--- src/rtl/step_ramp_ctrl.sv ---
// -----------------------------------------------------------------------------
// step_ramp_ctrl
// Move sequencer for a stepper driver. Accepts a move command (step count and
// direction), holds the direction stable for a settle time, then enables the
// step pulse generator while ramping the step period N down from N_MAX to
// N_MIN (ACCEL), holding it (CRUISE) and ramping it back up (DECEL) so that
// the motor is back at N_MAX on the last step. An abort request shortens the
// move to a controlled ramp-down.
//
// Ports
//   clk            system clock, single domain
//   rst            synchronous active-high reset
//   cmd_valid      move command offered
//   cmd_ready      high only in IDLE; command taken when both are high
//   cmd_steps      number of steps to move (0 = empty move, done only)
//   cmd_dir        move direction, latched on the handshake
//   abort          one-cycle request for a controlled stop
//   step_done      one pulse per step emitted by the pulse generator
//   drv_dir        direction to the driver, stable for the whole move
//   drv_enable_SM  enables the pulse generator (ACCEL/CRUISE/DECEL)
//   N              current step period in clk cycles
//   steps_left     remaining steps of the current move
//   busy           high whenever not IDLE
//   done           one-cycle pulse at move completion
// -----------------------------------------------------------------------------
module step_ramp_ctrl #(
  parameter int N_W    = 17,
  parameter int CNT_W  = 24,
  parameter int SETTLE = 500,
  parameter int N_MAX  = 8333,
  parameter int N_MIN  = 1000,
  parameter int N_DEC  = 16
) (
  input  logic             clk,
  input  logic             rst,
  input  logic             cmd_valid,
  output logic             cmd_ready,
  input  logic [CNT_W-1:0] cmd_steps,
  input  logic             cmd_dir,
  input  logic             abort,
  input  logic             step_done,
  output logic             drv_dir,
  output logic             drv_enable_SM,
  output logic [N_W-1:0]   N,
  output logic [CNT_W-1:0] steps_left,
  output logic             busy,
  output logic             done
);

  localparam int                SET_W    = (SETTLE > 1) ? $clog2(SETTLE) : 1;
  localparam logic [N_W-1:0]    N_MAX_V  = N_W'(N_MAX);
  localparam logic [N_W-1:0]    N_MIN_V  = N_W'(N_MIN);
  localparam logic [SET_W-1:0]  SET_LAST = SET_W'(SETTLE - 1);

  typedef enum logic [2:0] {
    S_IDLE,
    S_SETTLE,
    S_ACCEL,
    S_CRUISE,
    S_DECEL,
    S_STOP
  } state_t;

  state_t             r_state;
  state_t             w_state_nxt;
  logic [N_W-1:0]     r_n;
  logic [N_W-1:0]     w_n_nxt;
  logic [CNT_W-1:0]   r_steps_left;
  logic [CNT_W-1:0]   w_sl_nxt;
  logic [CNT_W-1:0]   r_ramp_steps;
  logic [CNT_W-1:0]   w_rs_nxt;
  logic               r_dir;
  logic               w_dir_nxt;
  logic [SET_W-1:0]   r_settle_cnt;
  logic [SET_W-1:0]   w_settle_nxt;
  logic               r_zero_done;
  logic               w_zdone_nxt;

  // Period one ramp step faster, clamped at the cruise period.
  function automatic logic [N_W-1:0] f_n_faster(input logic [N_W-1:0] n_in);
    logic [N_W:0] floor_v;
    floor_v = (N_W+1)'(N_MIN) + (N_W+1)'(N_DEC);
    if ({1'b0, n_in} >= floor_v) f_n_faster = n_in - N_W'(N_DEC);
    else                         f_n_faster = N_MIN_V;
  endfunction

  // Period one ramp step slower, clamped at the start/stop period.
  function automatic logic [N_W-1:0] f_n_slower(input logic [N_W-1:0] n_in);
    logic [N_W:0] sum_v;
    sum_v = {1'b0, n_in} + (N_W+1)'(N_DEC);
    if (sum_v >= (N_W+1)'(N_MAX)) f_n_slower = N_MAX_V;
    else                          f_n_slower = sum_v[N_W-1:0];
  endfunction

  function automatic logic [CNT_W-1:0] f_dec_sat(input logic [CNT_W-1:0] v);
    f_dec_sat = (v == '0) ? '0 : v - CNT_W'(1);
  endfunction

  function automatic logic [CNT_W-1:0] f_inc_sat(input logic [CNT_W-1:0] v);
    f_inc_sat = (v == '1) ? v : v + CNT_W'(1);
  endfunction

  function automatic logic [CNT_W-1:0] f_min(input logic [CNT_W-1:0] a,
                                             input logic [CNT_W-1:0] b);
    f_min = (a < b) ? a : b;
  endfunction

  always_ff @(posedge clk) begin
    if (rst) begin
      r_state      <= S_IDLE;
      r_n          <= N_MAX_V;
      r_steps_left <= '0;
      r_ramp_steps <= '0;
      r_dir        <= 1'b0;
      r_settle_cnt <= '0;
      r_zero_done  <= 1'b0;
    end else begin
      r_state      <= w_state_nxt;
      r_n          <= w_n_nxt;
      r_steps_left <= w_sl_nxt;
      r_ramp_steps <= w_rs_nxt;
      r_dir        <= w_dir_nxt;
      r_settle_cnt <= w_settle_nxt;
      r_zero_done  <= w_zdone_nxt;
    end
  end

  always_comb begin
    w_state_nxt   = r_state;
    w_n_nxt       = r_n;
    w_sl_nxt      = r_steps_left;
    w_rs_nxt      = r_ramp_steps;
    w_dir_nxt     = r_dir;
    w_settle_nxt  = r_settle_cnt;
    w_zdone_nxt   = 1'b0;
    cmd_ready     = 1'b0;
    busy          = 1'b1;
    drv_enable_SM = 1'b0;
    done          = r_zero_done;

    case (r_state)
      S_IDLE: begin
        cmd_ready = 1'b1;
        busy      = 1'b0;
        w_n_nxt   = N_MAX_V;
        if (cmd_valid) begin
          if (cmd_steps == '0) begin
            // Empty move: acknowledge with done, never enable the driver.
            w_zdone_nxt = 1'b1;
          end else begin
            w_sl_nxt     = cmd_steps;
            w_dir_nxt    = cmd_dir;
            w_rs_nxt     = '0;
            w_settle_nxt = '0;
            w_state_nxt  = S_SETTLE;
          end
        end
      end

      S_SETTLE: begin
        if (abort)                          w_state_nxt  = S_STOP;
        else if (r_settle_cnt == SET_LAST)  w_state_nxt  = S_ACCEL;
        else                                w_settle_nxt = r_settle_cnt + SET_W'(1);
      end

      S_ACCEL: begin
        drv_enable_SM = 1'b1;
        if (step_done) begin
          w_sl_nxt = f_dec_sat(r_steps_left);
          w_rs_nxt = f_inc_sat(r_ramp_steps);
          w_n_nxt  = f_n_faster(r_n);
          // Ramp-down must start once the remaining steps only cover it.
          if (w_sl_nxt <= w_rs_nxt)     w_state_nxt = S_DECEL;
          else if (w_n_nxt == N_MIN_V)  w_state_nxt = S_CRUISE;
        end
        // Abort sees the values already updated by a coincident step.
        if (abort) begin
          w_sl_nxt    = f_min(w_sl_nxt, w_rs_nxt);
          w_state_nxt = S_DECEL;
        end
        // Nothing left to ramp down: finish without an idle DECEL cycle.
        if ((w_state_nxt == S_DECEL) && (w_sl_nxt == '0)) w_state_nxt = S_STOP;
      end

      S_CRUISE: begin
        drv_enable_SM = 1'b1;
        if (step_done) begin
          w_sl_nxt = f_dec_sat(r_steps_left);
          if (w_sl_nxt <= r_ramp_steps) w_state_nxt = S_DECEL;
        end
        if (abort) begin
          w_sl_nxt    = f_min(w_sl_nxt, w_rs_nxt);
          w_state_nxt = S_DECEL;
        end
        if ((w_state_nxt == S_DECEL) && (w_sl_nxt == '0)) w_state_nxt = S_STOP;
      end

      S_DECEL: begin
        drv_enable_SM = 1'b1;
        if (step_done) begin
          w_sl_nxt = f_dec_sat(r_steps_left);
          w_rs_nxt = f_dec_sat(r_ramp_steps);
          w_n_nxt  = f_n_slower(r_n);
          if (w_sl_nxt == '0) w_state_nxt = S_STOP;
        end
      end

      S_STOP: begin
        done        = 1'b1;
        w_n_nxt     = N_MAX_V;
        w_state_nxt = S_IDLE;
      end

      default: w_state_nxt = S_IDLE;
    endcase
  end

  assign drv_dir    = r_dir;
  assign N          = r_n;
  assign steps_left = r_steps_left;

endmodule
--- config.mk ---
export PLATFORM = sky130hd
export DESIGN_NAME = step_ramp_ctrl
export DESIGN_NICKNAME = d
export VERILOG_FILES = /design/src/rtl/step_ramp_ctrl.sv
export SDC_FILE = /design/constraint.sdc
export NUM_CORES = 1
export LEC_CHECK = 0
export ABC_AREA = 1
export CORE_UTILIZATION = 65
export CTS_CLUSTER_SIZE = 14
export DETAILED_ROUTE_END_ITERATION = 7
export PLACE_DENSITY = 0.87
export SLEW_MARGIN = 20
export SYNTH_ARGS = -nofsm -noshare
export SYNTH_HDL_FRONTEND = slang
export SYNTH_SLANG_ARGS = --single-unit
--- constraint.sdc ---
create_clock -name clk -period 5.9 [get_ports clk]
set_input_delay 0.59 -clock clk [delete_from_list [all_inputs] [get_ports clk]]
set_output_delay 0.59 -clock clk [all_outputs]
set_load 0.02 [all_outputs]
# After elaboration in Yosys (flattened, before gate mapping)
# Cells that the tools add are included.
[word_totals]
ram_bits = 0
ff_bits = 79
romBits = 0
mem_count = 0
word_cells = 118
latch_bits = 0
out_inout_bits = 46
in_bits = 30
[op_classes]
muxes = 56
div_mod_pow = 0
order_cmp = 6
n_eq_ne = 18
reduce_logical = 22
n_mul = 0
bitwise_logic = 3
n_addsub = 6
shifts = 0
[op_table]
columns = ["op", "n"]
rows = [
  ["24-bit two-way mux", 19],
  ["24-bit logical NOT", 6],
  ["17-bit two-way mux", 6],
  ["24-bit one-hot mux with 4 select lines", 1],
  ["24-bit one-hot mux with 3 select lines", 1],
  ["3-bit two-way mux", 17],
  ["17-bit one-hot mux with 3 select lines", 1],
  ["24-bit less-or-equal comparator", 2],
  ["24-bit less-than comparator", 2],
  ["24-bit by 1-bit subtractor with 24-bit output (second input constant)", 2],
  ["9-bit two-way mux", 4],
  ["24-bit by 1-bit adder with 24-bit output (second input constant)", 1],
  ["24-bit equality test (second input constant)", 1],
  ["17-bit by 5-bit adder with 18-bit output (second input constant)", 1],
  ["18-bit by 14-bit greater-or-equal comparator with 1-bit output (second input constant)", 1],
  ["9-bit one-hot mux with 2 select lines", 1],
  ["17-bit by 10-bit equality test with 1-bit output (second input constant)", 1],
  ["17-bit by 10-bit greater-or-equal comparator with 1-bit output (second input constant)", 1],
  ["17-bit by 5-bit subtractor with 17-bit output (second input constant)", 1],
  ["3-bit one-hot mux with 5 select lines", 1],
  ["2-bit inequality test (second input constant)", 7],
  ["3-bit equality test (second input constant)", 4],
  ["5-bit AND reduction", 2],
  ["9-bit by 1-bit adder with 9-bit output (second input constant)", 1],
  ["other kinds (15)", 27],
]

# Longest topological paths before layout
# Gate-level depths: netlist (run 1).
[logic_depth]
word_depth = 14
depth_mapped = 39
ltp_nobuf = 37

# Worst setup path after synthesis (run 1)
# No wires, ideal clock.
[synth_timing]
path_type = "register -> register"
from = "reg r_steps_left[0], in the netlist steps_left[0]"
to = "reg r_state[0]"
stages_incl_launch_ff = 32
path_slack_ns = 1.840
required_ns = 5.833
t_arrival_ns = 3.993
cell_sequence = "dfxtp_1 > inv_2 > ha_1 > nand2_1 > nor2_4 > nand2_1 > inv_1 > nand2_1 > inv_1 > nand2_1 > o31ai_1 > nand3_1 > o21ai_0 > ha_1 > nand4_1 > nor3_1 > nor4b_1 > nand2_1 > nand2_1 > nand2_2 > buf_2 > o21ai_0 > nand2_1 > nor2_1 > nand2_1 > nor2_1 > nand2_1 > nand2_1 > a21oi_1 > nand2_1 > nand2_1 > a21oi_2"
[synth_between]
elab_chain_len = 12
elab_cells_between_ends = 36
[synth_rtl]
columns = ["element", "line_no", "rtl"]
rows = [
  ["from (decl)", "68", "logic [CNT_W-1:0] r_steps_left;"],
  ["from (signal assigned)", "120", "r_steps_left <= w_sl_nxt;"],
  ["24-bit by 1-bit subtractor with 24-bit output or 24-bit logical NOT (tied branches)", "96", "f_dec_sat = (v == '0) ? '0 : v - CNT_W'(1);"],
  ["24-bit two-way mux", "96", ""],
  ["24-bit two-way mux", "168, 187", ""],
  ["24-bit two-way mux", "141", "case (r_state)"],
  ["24-bit less-than comparator", "105", "f_min = (a < b) ? a : b;"],
  ["24-bit two-way mux", "105", ""],
  ["24-bit two-way mux (on tied branches)", "191, 177", ""],
  ["24-bit two-way mux", "141", ""],
  ["24-bit logical NOT (on tied branches)", "195, 182", ""],
  ["1-bit logical AND (on tied branches)", "195, 182", ""],
  ["3-bit two-way mux (on tied branches)", "195, 182", ""],
  ["3-bit one-hot mux with 5 select lines", "141", ""],
  ["to (signal assigned)", "118", "r_state <= w_state_nxt;"],
  ["to (decl)", "64", "state_t r_state;"],
]
# Parallel ways exist; a longest one is shown, timed or not. The select of a mux whose other input is x is not followed.
# A chain may end at the register's enable or synchronous reset.

# Worst setup path in the final report (run 1)
# Ends and elaborated chain as after synthesis.

==> results of run 1 <==
-- final timing paths --
| kind | to | slack [ps] | start |
|---|---|---|---|
| setup reg to reg | r_state[0] | 420 | steps_left[0] |
| hold / removal | drv_dir | 470 | drv_dir |
| hold reg to reg | drv_dir | 470 | drv_dir |
| setup / recovery | r_state[0] | 420 | steps_left[0] |
-- area by class of cell --
type	count	area [sq um]
Clock inverter	7	120
Fill cell	1353	3900
Clock buffer	9	225
Sequential cell	79	1580
Inverter	198	743
Multi-Input combinational cell	1366	7590
Tap cell	211	264
Timing Repair Buffer	94	883
-- cells in the mapped netlist, drive strengths merged, types with 2 or more instances --
master | instances | area [sq um]
o21a | 3 | 22.5
a21oi | 107 | 543
buf | 34 | 215
nor3 | 28 | 150
o22ai | 4 | 25.0
o221a | 3 | 33.8
clkinv | 6 | 22.5
ha | 100 | 1250
nand3b | 4 | 30.0
o21ai | 124 | 643
nand4 | 43 | 275
nand3 | 91 | 483
o2111ai | 11 | 96.3
a211oi | 10 | 75.1
o211ai | 12 | 90.1
nor3b | 3 | 22.5
nor4 | 14 | 93.8
o31ai | 4 | 30.0
xor2 | 41 | 359
or2 | 17 | 106
nand2 | 475 | 1840
a31oi | 15 | 93.8
a21o | 3 | 22.5
clkbuf | 43 | 161
o31a | 2 | 17.5
o221ai | 18 | 158
a221oi | 19 | 166
xnor2 | 3 | 26.3
and3 | 3 | 18.8
inv | 192 | 721
nor2 | 202 | 842
dfxtp | 79 | 1580
-- worst min-delay path, stage by stage, from the launching register on --
cell     delay [ps]
dfxtp_1         310
nand2_1          60
a21oi_1          50
-- stage by stage --
step / instance area [sq um] / utilization (%)
final: 11400 / 74.5
after global routing: 11400 / 74.5
after CTS: 11400 / 74.5
after detailed placement: 11100 / 72.2
after global placement: 11100 / 72.2
after floorplan: 10300 / -
-- logic make-up (layout without fill, tap and decap cells) --
family	count (synthesis)	count (layout)
flip-flops	79	79
adder cells (fa/ha/maj)	100	100
buffers and inverters	275	308
XOR/XNOR	44	44
AND/OR/NAND/NOR	882	882
AO/OA/AOI/OAI	340	340
-- placed cells by master (no fill, tap or decap), drive strengths merged, types with 17 or more instances in the layout --
master,instances
nand4,43
or2,17
o221ai,18
nor3,28
nand3,91
inv,193
a21oi,107
ha,100
buf,21
nand2,475
xor2,41
nor2,202
clkdlybuf4s50,73
o21ai,124
dfxtp,79
a221oi,19
-- where the power goes --
group,internal (mW),switching (mW),total [mW]
clock,0.416,0.264,0.679
combinational,1.89,3.67,5.57
sequential,0.705,0.346,1.05
-- sequential cells by signal, indices dropped and copies added (netlist names) --
| signal | cells |
|---|---|
| N | 17 |
| drv_dir | 1 |
| r_ramp_steps | 24 |
| r_settle_cnt | 9 |
| r_state | 3 |
| r_zero_done | 1 |
| steps_left | 24 |
-- metal layers --
layer | vias up | track usage (%) | part of all wire, %
li1 | 5838 | - | -
met1 | 5470 | 53.7 | 38
met2 | 874 | 72.3 | 44
met3 | 235 | 9.14 | 11
met4 | 0 | 29.3 | 7.5
met5 | - | 0 | 0
==> metrics.cfg, run 1 <==
[setup_path]
cp.buffers_inverters=4
required_ps=6190
crit_arrival_ps=5770
cp_num_cells=31
crit_path_max_fanout=44
crit_path_top_delay_cell=nand2_2
crit_path_frequent_cell=nand2_1
worst-setup-path-type=flip-flop to flip-flop
cpPeakStageDelay_ps=520
critPathTopFamily=simple AND/OR/NAND/NOR gates
cp-start-kind=flip-flop
rr_worst_depth=31
critical_path.endpoint_type=flip-flop

[routing]
drc_errors=8
drtIter0Drc=1849
drt_wl_total_um=36600
vias_per_cell=6.32
wire_per_inst_um=18.7
dr.pass1.iters=8
ant_nets=0
dr_total_vias=12417

[floorplan]
io_pins=76
initial_core_util_pct=67.1
die_y_um=128
die-area_sq_um=16300
rows=45
core_sq_um=15300
die_w_um=128

[yosys]
syn_area_sq_um=10300
async_reset_ff_share_pct=0
synth-seq-area-share_pct=15.4
synth_cell_types=59
synth-compound-area-share_pct=20.0
synth_xor_area_share_pct=3.75
synthCells=1720
synthSimpleGateAreaFrac_pct=37.8
synth-adder-area-share_pct=12.2
synth-seq-cells=79
synth_ff_type=dfxtp_1
synth_top_family_by_area=simple AND/OR/NAND/NOR gates
synth_edf_count=0
avgSynthCellArea_sq_um=5.98
syn-num-nets=1850
synth.area.mux_share_pct=0
yosysWarnings=0

[global_routing]
antenna_found_initial=0
grt_max_degree=56
grt_pass1_vias=11071
grt_usage_pct=44.7
overflow=0
grt_pass1_wl_um=57100

[power_and_ir_drop]
total_power_mw=7.30
p_leak_nw=5.12
powerDensity_nw_per_um2=639
vdd_drop_max_v=0.000346

[sta]
min_period_ps=5480
finalSetupTns_ps=0
tightestPinTransition_ps=1090
fin_worst_skew_ps=9.00
holdWs_ps=466
timing.fmax_mhz=183
setup_ws_ps=423
relSlewSlack_pct=26.9
setup_viol=0
min_period_over_period_pct=92.8
rsz0062_at_grt=false
hold_viol=0
finalMaxSlewViolations=0

[clock_tree]
cts_sinks=79
h-tree-depth=3
cts_buffer_depth=2
ctsResizeCount=0
cts_root_buf=clkbuf_16
cts_buffers=9
cts_tree=done
cts_hold_buf=0
cts.reportedPaths.clkPinSlew_ps=70
worstSkewPairLatency_ps=360
cts_setup_buffers=0

[worst_hold_path]
holdCritPathClass=flip-flop to flip-flop
worstHoldPathCells=2

[finish]
area_delta_synth_final_pct=11.0
fin_nets=1878
antenna_cells=0
instances_no_fill=1964
drive_gt1_share_pct=7.24

[placed_design]
preCtsSetupSlack_ps=695
hpwl_um=27800
dp_cells=1948
gp_congestion=1.03
port_buffers=75

[outcome]
violations=DRC
outcome=complete, but fails checks

[job]
maxCapViolations=0

No activity file was read; power rests on OpenSTA's default activity.
==> run 2: changes to the inputs <==
--- a/config.mk
+++ b/config.mk
@@ -6,6 +6,7 @@
 export NUM_CORES = 1
 export LEC_CHECK = 0
 export ABC_AREA = 1
+export ABC_CLOCK_PERIOD_IN_PS = 5900
 export CORE_UTILIZATION = 65
 export CTS_CLUSTER_SIZE = 14
 export DETAILED_ROUTE_END_ITERATION = 7
==> results of run 2 <==
Final layout, timing and power as in run 1 (identical DEF).
